[src/rtl/sram_like_arbiter.sv]
// 2:1 SRAM-like arbiter merging the inst and data ports onto one memory port with in-order tag FIFO.
// Macros: SRAM_ARB_RR_EN (round-robin on contention), SRAM_ARB_PROTO_CHECK (sim-only response check).
module sram_like_arbiter #(
  parameter int OUTSTANDING = 2
) (
  input  logic        clk,
  input  logic        resetn,
  input  logic        inst_req,
  input  logic        inst_wr,
  input  logic [1:0]  inst_size,
  input  logic [3:0]  inst_wstrb,
  input  logic [31:0] inst_addr,
  input  logic [31:0] inst_wdata,
  output logic        inst_addr_ok,
  output logic        inst_data_ok,
  output logic [31:0] inst_rdata,
  input  logic        data_req,
  input  logic        data_wr,
  input  logic [1:0]  data_size,
  input  logic [3:0]  data_wstrb,
  input  logic [31:0] data_addr,
  input  logic [31:0] data_wdata,
  output logic        data_addr_ok,
  output logic        data_data_ok,
  output logic [31:0] data_rdata,
  output logic        mem_req,
  output logic        mem_wr,
  output logic [1:0]  mem_size,
  output logic [3:0]  mem_wstrb,
  output logic [31:0] mem_addr,
  output logic [31:0] mem_wdata,
  input  logic        mem_addr_ok,
  input  logic        mem_data_ok,
  input  logic [31:0] mem_rdata
);

  localparam int PTR_W = (OUTSTANDING > 1) ? $clog2(OUTSTANDING) : 1;
  localparam int CNT_W = $clog2(OUTSTANDING + 1);
  localparam logic [PTR_W-1:0] LAST_PTR = PTR_W'(OUTSTANDING - 1);
  localparam logic [CNT_W-1:0] FULL_CNT = CNT_W'(OUTSTANDING);

  typedef enum logic {
    SRC_INST = 1'b0,
    SRC_DATA = 1'b1
  } src_e;

  logic                   lock;
  src_e                   lock_src;
  src_e                   grant_src;
  logic                   grant_req;
  logic [OUTSTANDING-1:0] tag_mem;
  logic [PTR_W-1:0]       rd_ptr;
  logic [PTR_W-1:0]       wr_ptr;
  logic [CNT_W-1:0]       count;
  logic                   fifo_full;
  logic                   fifo_empty;
  logic                   push;
  logic                   pop;
  src_e                   head_src;
`ifdef SRAM_ARB_RR_EN
  src_e                   rr_last;
`endif

  // A held (locked) request keeps its source until the downstream accepts it.
  always_comb begin
    grant_src = SRC_INST;
    if (lock) begin
      grant_src = lock_src;
    end else if (data_req && inst_req) begin
`ifdef SRAM_ARB_RR_EN
      grant_src = (rr_last == SRC_DATA) ? SRC_INST : SRC_DATA;
`else
      grant_src = SRC_DATA;
`endif
    end else if (data_req) begin
      grant_src = SRC_DATA;
    end
    grant_req = (grant_src == SRC_DATA) ? data_req : inst_req;
  end

  always_comb begin
    mem_wr    = 1'b0;
    mem_size  = 2'd0;
    mem_wstrb = 4'd0;
    mem_addr  = 32'd0;
    mem_wdata = 32'd0;
    if (grant_req) begin
      if (grant_src == SRC_DATA) begin
        mem_wr    = data_wr;
        mem_size  = data_size;
        mem_wstrb = data_wstrb;
        mem_addr  = data_addr;
        mem_wdata = data_wdata;
      end else begin
        mem_wr    = inst_wr;
        mem_size  = inst_size;
        mem_wstrb = inst_wstrb;
        mem_addr  = inst_addr;
        mem_wdata = inst_wdata;
      end
    end
  end

  assign fifo_full  = (count == FULL_CNT);
  assign fifo_empty = (count == '0);
  assign mem_req    = grant_req & ~fifo_full;
  assign push       = mem_req & mem_addr_ok;
  assign pop        = mem_data_ok & ~fifo_empty;
  assign head_src   = src_e'(tag_mem[rd_ptr]);

  assign inst_addr_ok = push & (grant_src == SRC_INST);
  assign data_addr_ok = push & (grant_src == SRC_DATA);
  assign inst_data_ok = pop & (head_src == SRC_INST);
  assign data_data_ok = pop & (head_src == SRC_DATA);
  assign inst_rdata   = mem_rdata;
  assign data_rdata   = mem_rdata;

  always_ff @(posedge clk or negedge resetn) begin
    if (!resetn) begin
      lock     <= 1'b0;
      lock_src <= SRC_INST;
    end else if (mem_req && !mem_addr_ok) begin
      lock     <= 1'b1;
      lock_src <= grant_src;
    end else if (push) begin
      lock <= 1'b0;
    end
  end

  // Full gating uses the registered count, so a same-cycle pop never frees a slot early.
  always_ff @(posedge clk or negedge resetn) begin
    if (!resetn) begin
      tag_mem <= '0;
      rd_ptr  <= '0;
      wr_ptr  <= '0;
      count   <= '0;
    end else begin
      if (push) begin
        tag_mem[wr_ptr] <= grant_src;
        wr_ptr          <= (wr_ptr == LAST_PTR) ? '0 : wr_ptr + PTR_W'(1);
      end
      if (pop) begin
        rd_ptr <= (rd_ptr == LAST_PTR) ? '0 : rd_ptr + PTR_W'(1);
      end
      if (push && !pop) begin
        count <= count + CNT_W'(1);
      end else if (pop && !push) begin
        count <= count - CNT_W'(1);
      end
    end
  end

`ifdef SRAM_ARB_RR_EN
  always_ff @(posedge clk or negedge resetn) begin
    if (!resetn) begin
      rr_last <= SRC_INST;
    end else if (push) begin
      rr_last <= grant_src;
    end
  end
`endif

`ifdef SRAM_ARB_PROTO_CHECK
  always_ff @(posedge clk) begin
    if (resetn && mem_data_ok && fifo_empty) begin
      $error("sram_like_arbiter: mem_data_ok with no outstanding request");
    end
  end
`endif

endmodule

[config.mk]
export PLATFORM = sky130hd
export DESIGN_NAME = sram_like_arbiter
export DESIGN_NICKNAME = d
export VERILOG_FILES = /design/src/rtl/sram_like_arbiter.sv
export SDC_FILE = /design/constraint.sdc
export NUM_CORES = 1
export LEC_CHECK = 0
export ABC_AREA = 1
export BUFFER_PORTS_ARGS = -buffer_cell sky130_fd_sc_hd__buf_2
export CORE_AREA = 5 5 122 124
export DETAILED_ROUTE_END_ITERATION = 12
export DIE_AREA = 0 0 127 129
export PLACE_DENSITY = 0.59
export SYNTH_ARGS = -nofsm -noshare
export SYNTH_HDL_FRONTEND = slang
export SYNTH_SLANG_ARGS = --single-unit
export TNS_END_PERCENT = 100
[constraint.sdc]
create_clock -name clk -period 1.8 [get_ports clk]
set_input_delay 0.27 -clock clk [delete_from_list [all_inputs] [get_ports clk]]
set_output_delay 0.27 -clock clk [all_outputs]
set_load 0.1 [all_outputs]
==> results of run 1 <==
-- registers in the layout (all words and copies together) (netlist names) --
signal	cells
tag_mem	2
count	2
lock	1
rd_ptr	1
lock_src	1
wr_ptr	1
-- cell usage after synthesis, types with 2 or more instances --
cell type and number:
dfrtp_1 8, nand3_1 6, nand4_1 2, buf_6 7
buf_4 68, inv_1 79, xnor2_1 2, nor2_1 4
nand2_2 2, buf_2 12, o21ai_1 2, nand2_1 294
o21ai_0 4
-- stage by stage --
step | power [mW] | std cells
2_1_floorplan | 7.91 | 498
3_3_place_gp | 10.7 | 827
3_5_place_dp | 10.8 | 827
4_1_cts | 11.6 | 836
5_1_grt | 12.5 | 842
6_report | 11.9 | 842
-- tightest hold or removal path: stages --
cell	delay, ps
buf_2	110
nand4_1	100
nand2_1	60
-- layout by cell type (no fill, tap or decap) --
master	synthesis	layout
inv_12	0	1
dlygate4sd3_1	0	1
nand2_8	0	2
xor2_1	1	1
nor2_2	1	1
buf_4	68	9
buf_2	12	148
nand2_4	0	3
nand2_2	2	41
or2_2	1	1
o21ai_4	0	1
inv_1	79	9
o21ai_1	2	3
clkinvlp_4	0	68
xnor2_1	2	2
nand3_2	0	2
nand2_1	294	250
buf_6	7	4
nand4_1	2	2
ha_1	1	1
nand3_4	0	1
a21oi_1	1	1
inv_4	1	1
buf_8	0	1
clkbuf_16	0	6
dfrtp_1	8	8
nand3b_1	1	1
buf_16	0	2
buf_12	0	80
o21ai_0	4	2
inv_2	1	2
nand3_1	6	3
nor2_4	0	4
-- repair_timing --
action / in CTS / in global routing
endpoints found under the setup margin: 73 / 75
setup buffers: 3 / 1
endpoints found under the hold margin: 8 / 0
gates resized for setup: 34 / 42
hold buffers: 1 / 0
cloned: 2 / 5
pin swaps: 3 / 5
-- power by group through the flow --
stage	sequential (mW)	combinational [mW]	clock, mW
2_1_floorplan	0.323	7.59	0
3_3_place_gp	0.332	10.4	0
3_5_place_dp	0.337	10.4	0
4_1_cts	0.342	10.9	0.375
5_1_grt	0.355	11.7	0.381
6_report	0.344	11.2	0.369
-- kinds of logic after synthesis --
family	after synthesis	share of synthesized area, %
AO/OA/AOI/OAI	7	1.45
XOR/XNOR	3	1.08
adder cells (fa/ha/maj)	1	0.516
buffers and inverters	168	39.4
flip-flops	8	8.26
AND/OR/NAND/NOR	311	49.3
-- final cells by class --
type / instances / area [um2] / share of cell area [%]
tap: 180 / 225 / 4.36
sequential: 8 / 200 / 3.87
clock buffer: 3 / 75.1 / 1.45
timing repair buffer: 248 / 2610 / 50.5
multi-input combinational: 322 / 1480 / 28.7
inverter: 81 / 574 / 11.1
-- routing by layer --
metal,vias to the layer above,GRT usage [%],wire [um],share of wire (%)
li1,1681,-,-,-
met1,1455,12.0,3910,34
met2,169,22.8,5930,52
met3,43,3.82,1220,11
met4,2,4.61,419,3.6
met5,-,0,13,0.11
-- final timing paths --
path	from	endpoint	slack, ps	depth (start not counted)
min in group asynchronous	resetn	tag_mem[0]	420	2
max reg2reg	lock	count[1]	30	9
min	mem_addr_ok	wr_ptr	360	3
max in group asynchronous	resetn	wr_ptr	1210	2
min reg2reg	tag_mem[1]	tag_mem[1]	490	2
max	lock	mem_wdata[5]	-190	8
==> flow_summary.yaml, run 1 <==
critical_path:
  crit_fanout: 23
  worstPathArrival_ps: 1720
  cpLargestDelayFamily: "buffers and inverters"
  setup.worst_path.start_class: "flop"
  critPathMostFrequentCell: "buf_12"
  end_kind: "output port"
  worst-path-buf-inv: 5
  required_ps: 1530
  worstPathCellList: "inv_2, buf_6, o21ai_4, nand2_8, buf_12, nand2_1, clkinvlp_4, buf_12"
  path_class: "reg -> out"
  cpPeakStageDelay_ps: 380
  cp_slowest_cell: "dfrtp_1"
placed_design:
  port_buffers: 223
  place.gp.congestion: 0.787
  pre_cts_ws_ps: 8.26
  dpl.hpwl_um: 8440
  placed_area_mm2: 0.00466
logic_synthesis:
  syn_area_mm2: 0.00242
  synthesis.instances: 498
  synth_nets: 679
  yosysWarnings: 0
  synth_ff_type: "dfrtp_1"
  synth-seq-cells: 8
  ys_types: 21
  synth_top_area_cell: "nand2_1"
  async_flop_share_pct: 100
  synthTopCellsByArea: "nand2_1 (46%), buf_4 (21%), inv_1 (12%)"
  ys_seq_area_share_pct: 8.26
  synth_edf_count: 0
  synth.avg_cell_area_um2: 4.87
  synth_top_area_share_pct: 45.5
sta:
  finalHoldViolCount: 0
  finalSetupViolCount: 72
  worst_slack_ps: -186
  slew_headroom_pct: 68.0
  slew_viol_final: 0
  fin_crit_sh_pct: 110
  tightest_slew_ps: 483
  rsz0062_at_grt: "yes"
  setup_tns_ps: -10410
  holdWs_ps: 360
  skew_ps: 0.106
  fmax_ghz: 0.504
  period_minus_slack_ps: 1990
cts:
  clk_pin_slew_ps: 40
  cts_tree: "done"
  htreeDepth: 1
  cts_inserted_buffers: 3
  clkLatencyLatePin_ps: 230
  cts-root-buf: "clkbuf_16"
  cts.sinks: 8
  clockBufferDepth: 2
drt:
  routed_via_density: 3.98
  drc: 0
  avgRoutedWirePerCell_um: 13.6
  drtIter0Drc: 62
  dr.pass1.iters: 4
  antenna_left: 0
  vias: 3350
  wirelength_um: 11500
global_routing:
  overflow: 0
  grt_pass1_wl_um: 15900
  grt_start_max_net_pins: 46
  grt_pass1_vias: 3173
  grt_use_total_pct: 11.9
  grt_antenna_before_repair: 1
floorplanning:
  coreArea_mm2: 0.0137
  fp.dieW_um: 127
  start_util_pct: 17.7
  num_rows: 43
  fp.dieArea_mm2: 0.0164
  io_pins: 320
  die_h_um: 129
pwr:
  power_leakage_nw: 2.56
  switching_share_pct: 63.3
  p_seq_share_pct: 2.9
  ir_worst_vdd_mv: 1.02
  clkPwrFrac_pct: 3.1
  switchingPower_mw: 7.54
  internal-power_mw: 4.38
  powerDensity_mw_per_mm2: 2310
  p_comb_share_pct: 94.0
finish:
  fin_util_pct: 37.8
  insertedDiodeCount: 0
  fin_area_mm2: 0.00517
  syn_to_final_growth_pct: 113
  fillCellCount: 1485
  nets: 845
  drive_gt1_share_pct: 57.1
run_status:
  violations: "setup timing"
  status: "finished, violations left"
min_path:
  hold_path_class: "in -> reg"
job:
  cap_violations: 0
No activity file was read; power rests on OpenSTA's default activity.
==> run 2: changes to the inputs <==
--- a/config.mk
+++ b/config.mk
@@ -5,7 +5,6 @@
 export SDC_FILE = /design/constraint.sdc
 export NUM_CORES = 1
 export LEC_CHECK = 0
-export ABC_AREA = 1
 export BUFFER_PORTS_ARGS = -buffer_cell sky130_fd_sc_hd__buf_2
 export CORE_AREA = 5 5 122 124
 export DETAILED_ROUTE_END_ITERATION = 12
==> flow_summary.yaml, run 2 <==
logic_synthesis:
  ys_types: 27
  synth_common_cells: "nand2_1 (84), buf_4 (71), a21oi_2 (60), nand2_2 (59), a21oi_1 (11)"
  synth_top_area_cell: "buf_4"
  synth.most_common_cell: "nand2_1"
  synthTopCellsByArea: "buf_4 (22%), a21oi_2 (22%), nand2_2 (15%)"
  synthesis.instances: 344
  synth_nets: 525
  yosysWarnings: 0
  async_flop_share_pct: 100
  synth_edf_count: 0
  ys_seq_area_share_pct: 8.20
  synth_ff_type: "dfrtp_1"
  syn_area_mm2: 0.00244
  synth_top_area_share_pct: 21.8
  synth.avg_cell_area_um2: 7.10
  synth-seq-cells: 8
critical_path:
  worstPathCellList: "mux2i_4, buf_12, clkbuf_16, nand2_1, a21oi_4, buf_12"
  worst-path-buf-inv: 3
  setup.worst_path.start_class: "flop"
  worstPathArrival_ps: 1750
  crit_fanout: 11
  critPathMostFrequentCell: "buf_12"
  cp_slowest_cell: "dfrtp_2"
  path_class: "reg -> out"
  end_kind: "output port"
  cpLargestDelayFamily: "buffers and inverters"
  required_ps: 1530
  cpPeakStageDelay_ps: 420
finish:
  nets: 705
  drive_gt1_share_pct: 83.7
  reg_top3: "count x2, tag_mem x2"
  multiInputGateArea_mm2: 0.00227
  ff_latch_area_um2: 203
  insertedDiodeCount: 0
  fillCellCount: 1370
  syn_to_final_growth_pct: 131
  final_cell_mix: "buf_2 (147), buf_12 (78), nand2_2 (75)"
  layout_commonest_cell: "buf_2"
sta:
  tightest_slew_ps: 342
  fmax_ghz: 0.495
  fin_crit_sh_pct: 112
  rsz0062_at_grt: "yes"
  slew_headroom_pct: 77.1
  finalSetupViolCount: 74
  slew_viol_final: 0
  setup_tns_ps: -14200
  worst_slack_ps: -221
  finalHoldViolCount: 0
  skew_ps: 0.982
  period_minus_slack_ps: 2020
floorplanning:
  coreArea_mm2: 0.0137
  io_pins: 320
  num_rows: 43
  fp.dieArea_mm2: 0.0164
  fp.dieW_um: 127
  die_h_um: 129
  start_util_pct: 17.9
drt:
  dr.pass1.iters: 4
  routed_via_density: 4.10
  wirelength_um: 10700
  vias: 2875
  drtIter0Drc: 38
  drc: 0
  antenna_left: 0
  avgRoutedWirePerCell_um: 15.2
cts:
  cts_tree: "done"
  cts_inserted_buffers: 3
  cts.sinks: 8
  clk_pin_slew_ps: 40
  clkLatencyLatePin_ps: 230
  clockBufferDepth: 2
  htreeDepth: 1
  cts-root-buf: "clkbuf_16"
global_routing:
  grt_use_total_pct: 11.4
  grt_pass1_vias: 3047
  grt_antenna_before_repair: 0
  grt_start_max_net_pins: 37
  grt_pass1_wl_um: 15400
  overflow: 0
run_status:
  status: "finished, violations left"
  violations: "setup timing"
placed_design:
  place.gp.congestion: 0.745
  dpl.hpwl_um: 8140
  port_buffers: 223
job:
  cap_violations: 0
min_path:
  hold_path_class: "in -> reg"
## run 2: timing repair
| action | CTS | global route |
|---|---|---|
| gates cloned | 2 | 5 |
| resized for setup | 31 | 35 |
| endpoints found under the setup margin | 75 | 77 |
| hold buffers | 1 | 0 |
| setup buffers | 6 | 0 |
| hold endpoints to repair | 8 | 0 |
| pin swaps | 4 | 27 |
## run 2: cells by family (layout without fill, tap and decap cells)
group	count (synthesis)	after routing	share of synthesized area (%)
AND/OR/NAND/NOR	154	154	30.4
multiplexers	5	5	2.31
adder cells (fa/ha/maj)	1	1	0.512
AO/OA/AOI/OAI	81	81	26.7
flip-flops	8	8	8.20
XOR/XNOR	5	5	1.79
buffers and inverters	90	268	30.1
## run 2: metrics by stage
| stage | hold WS, ps | area [um2] | util [%] | cells | setup slack [ps] |
|---|---|---|---|---|---|
| finish | 261 | 5630 | 41.2 | 702 | -221 |
| global route | 286 | 5630 | 41.2 | 702 | -295 |
| CTS | 261 | 5370 | 39.3 | 697 | -230 |
| detailed placement | 122 | 5060 | 37.0 | 685 | -77.5 |
| global placement | 127 | 5060 | 37.0 | 685 | -37.8 |
| floorplan | -25.6 | 3040 | - | 344 | -438 |
## run 2: final timing paths
path                       slack [ps]   startpoint  cells after the start             to
hold reg to reg                   490       rd_ptr                      1         rd_ptr
setup reg to reg                   30     lock_src                      8       count[1]
min in group asynchronous         430       resetn                      2         wr_ptr
setup / recovery                 -220         lock                      6  mem_wdata[25]
hold / removal                    260  mem_addr_ok                      2           lock
max in group asynchronous        1190       resetn                      2       lock_src
## run 2: layer usage
metal / wire length, um / share of wire [%] / up-vias / GRT usage [%]
li1: - / - / 1402 / -
met1: 4010 / 38 / 1340 / 13.1
met2: 5700 / 53 / 121 / 21.5
met3: 847 / 7.9 / 12 / 3.03
met4: 113 / 1.1 / 0 / 2.08
met5: 0 / 0 / - / 0
## run 2: cell type report
type / count / area share, %
timing repair buffer: 263 / 50.6
clock buffer: 3 / 1.33
sequential: 8 / 3.60
inverter: 2 / 0.178
multi-input combinational: 246 / 40.3
tap: 180 / 4.00
Power of run 2 is left out: the tool's default activity adds up to more than one toggle a clock period on the data nets, which glitch-free logic cannot reach.
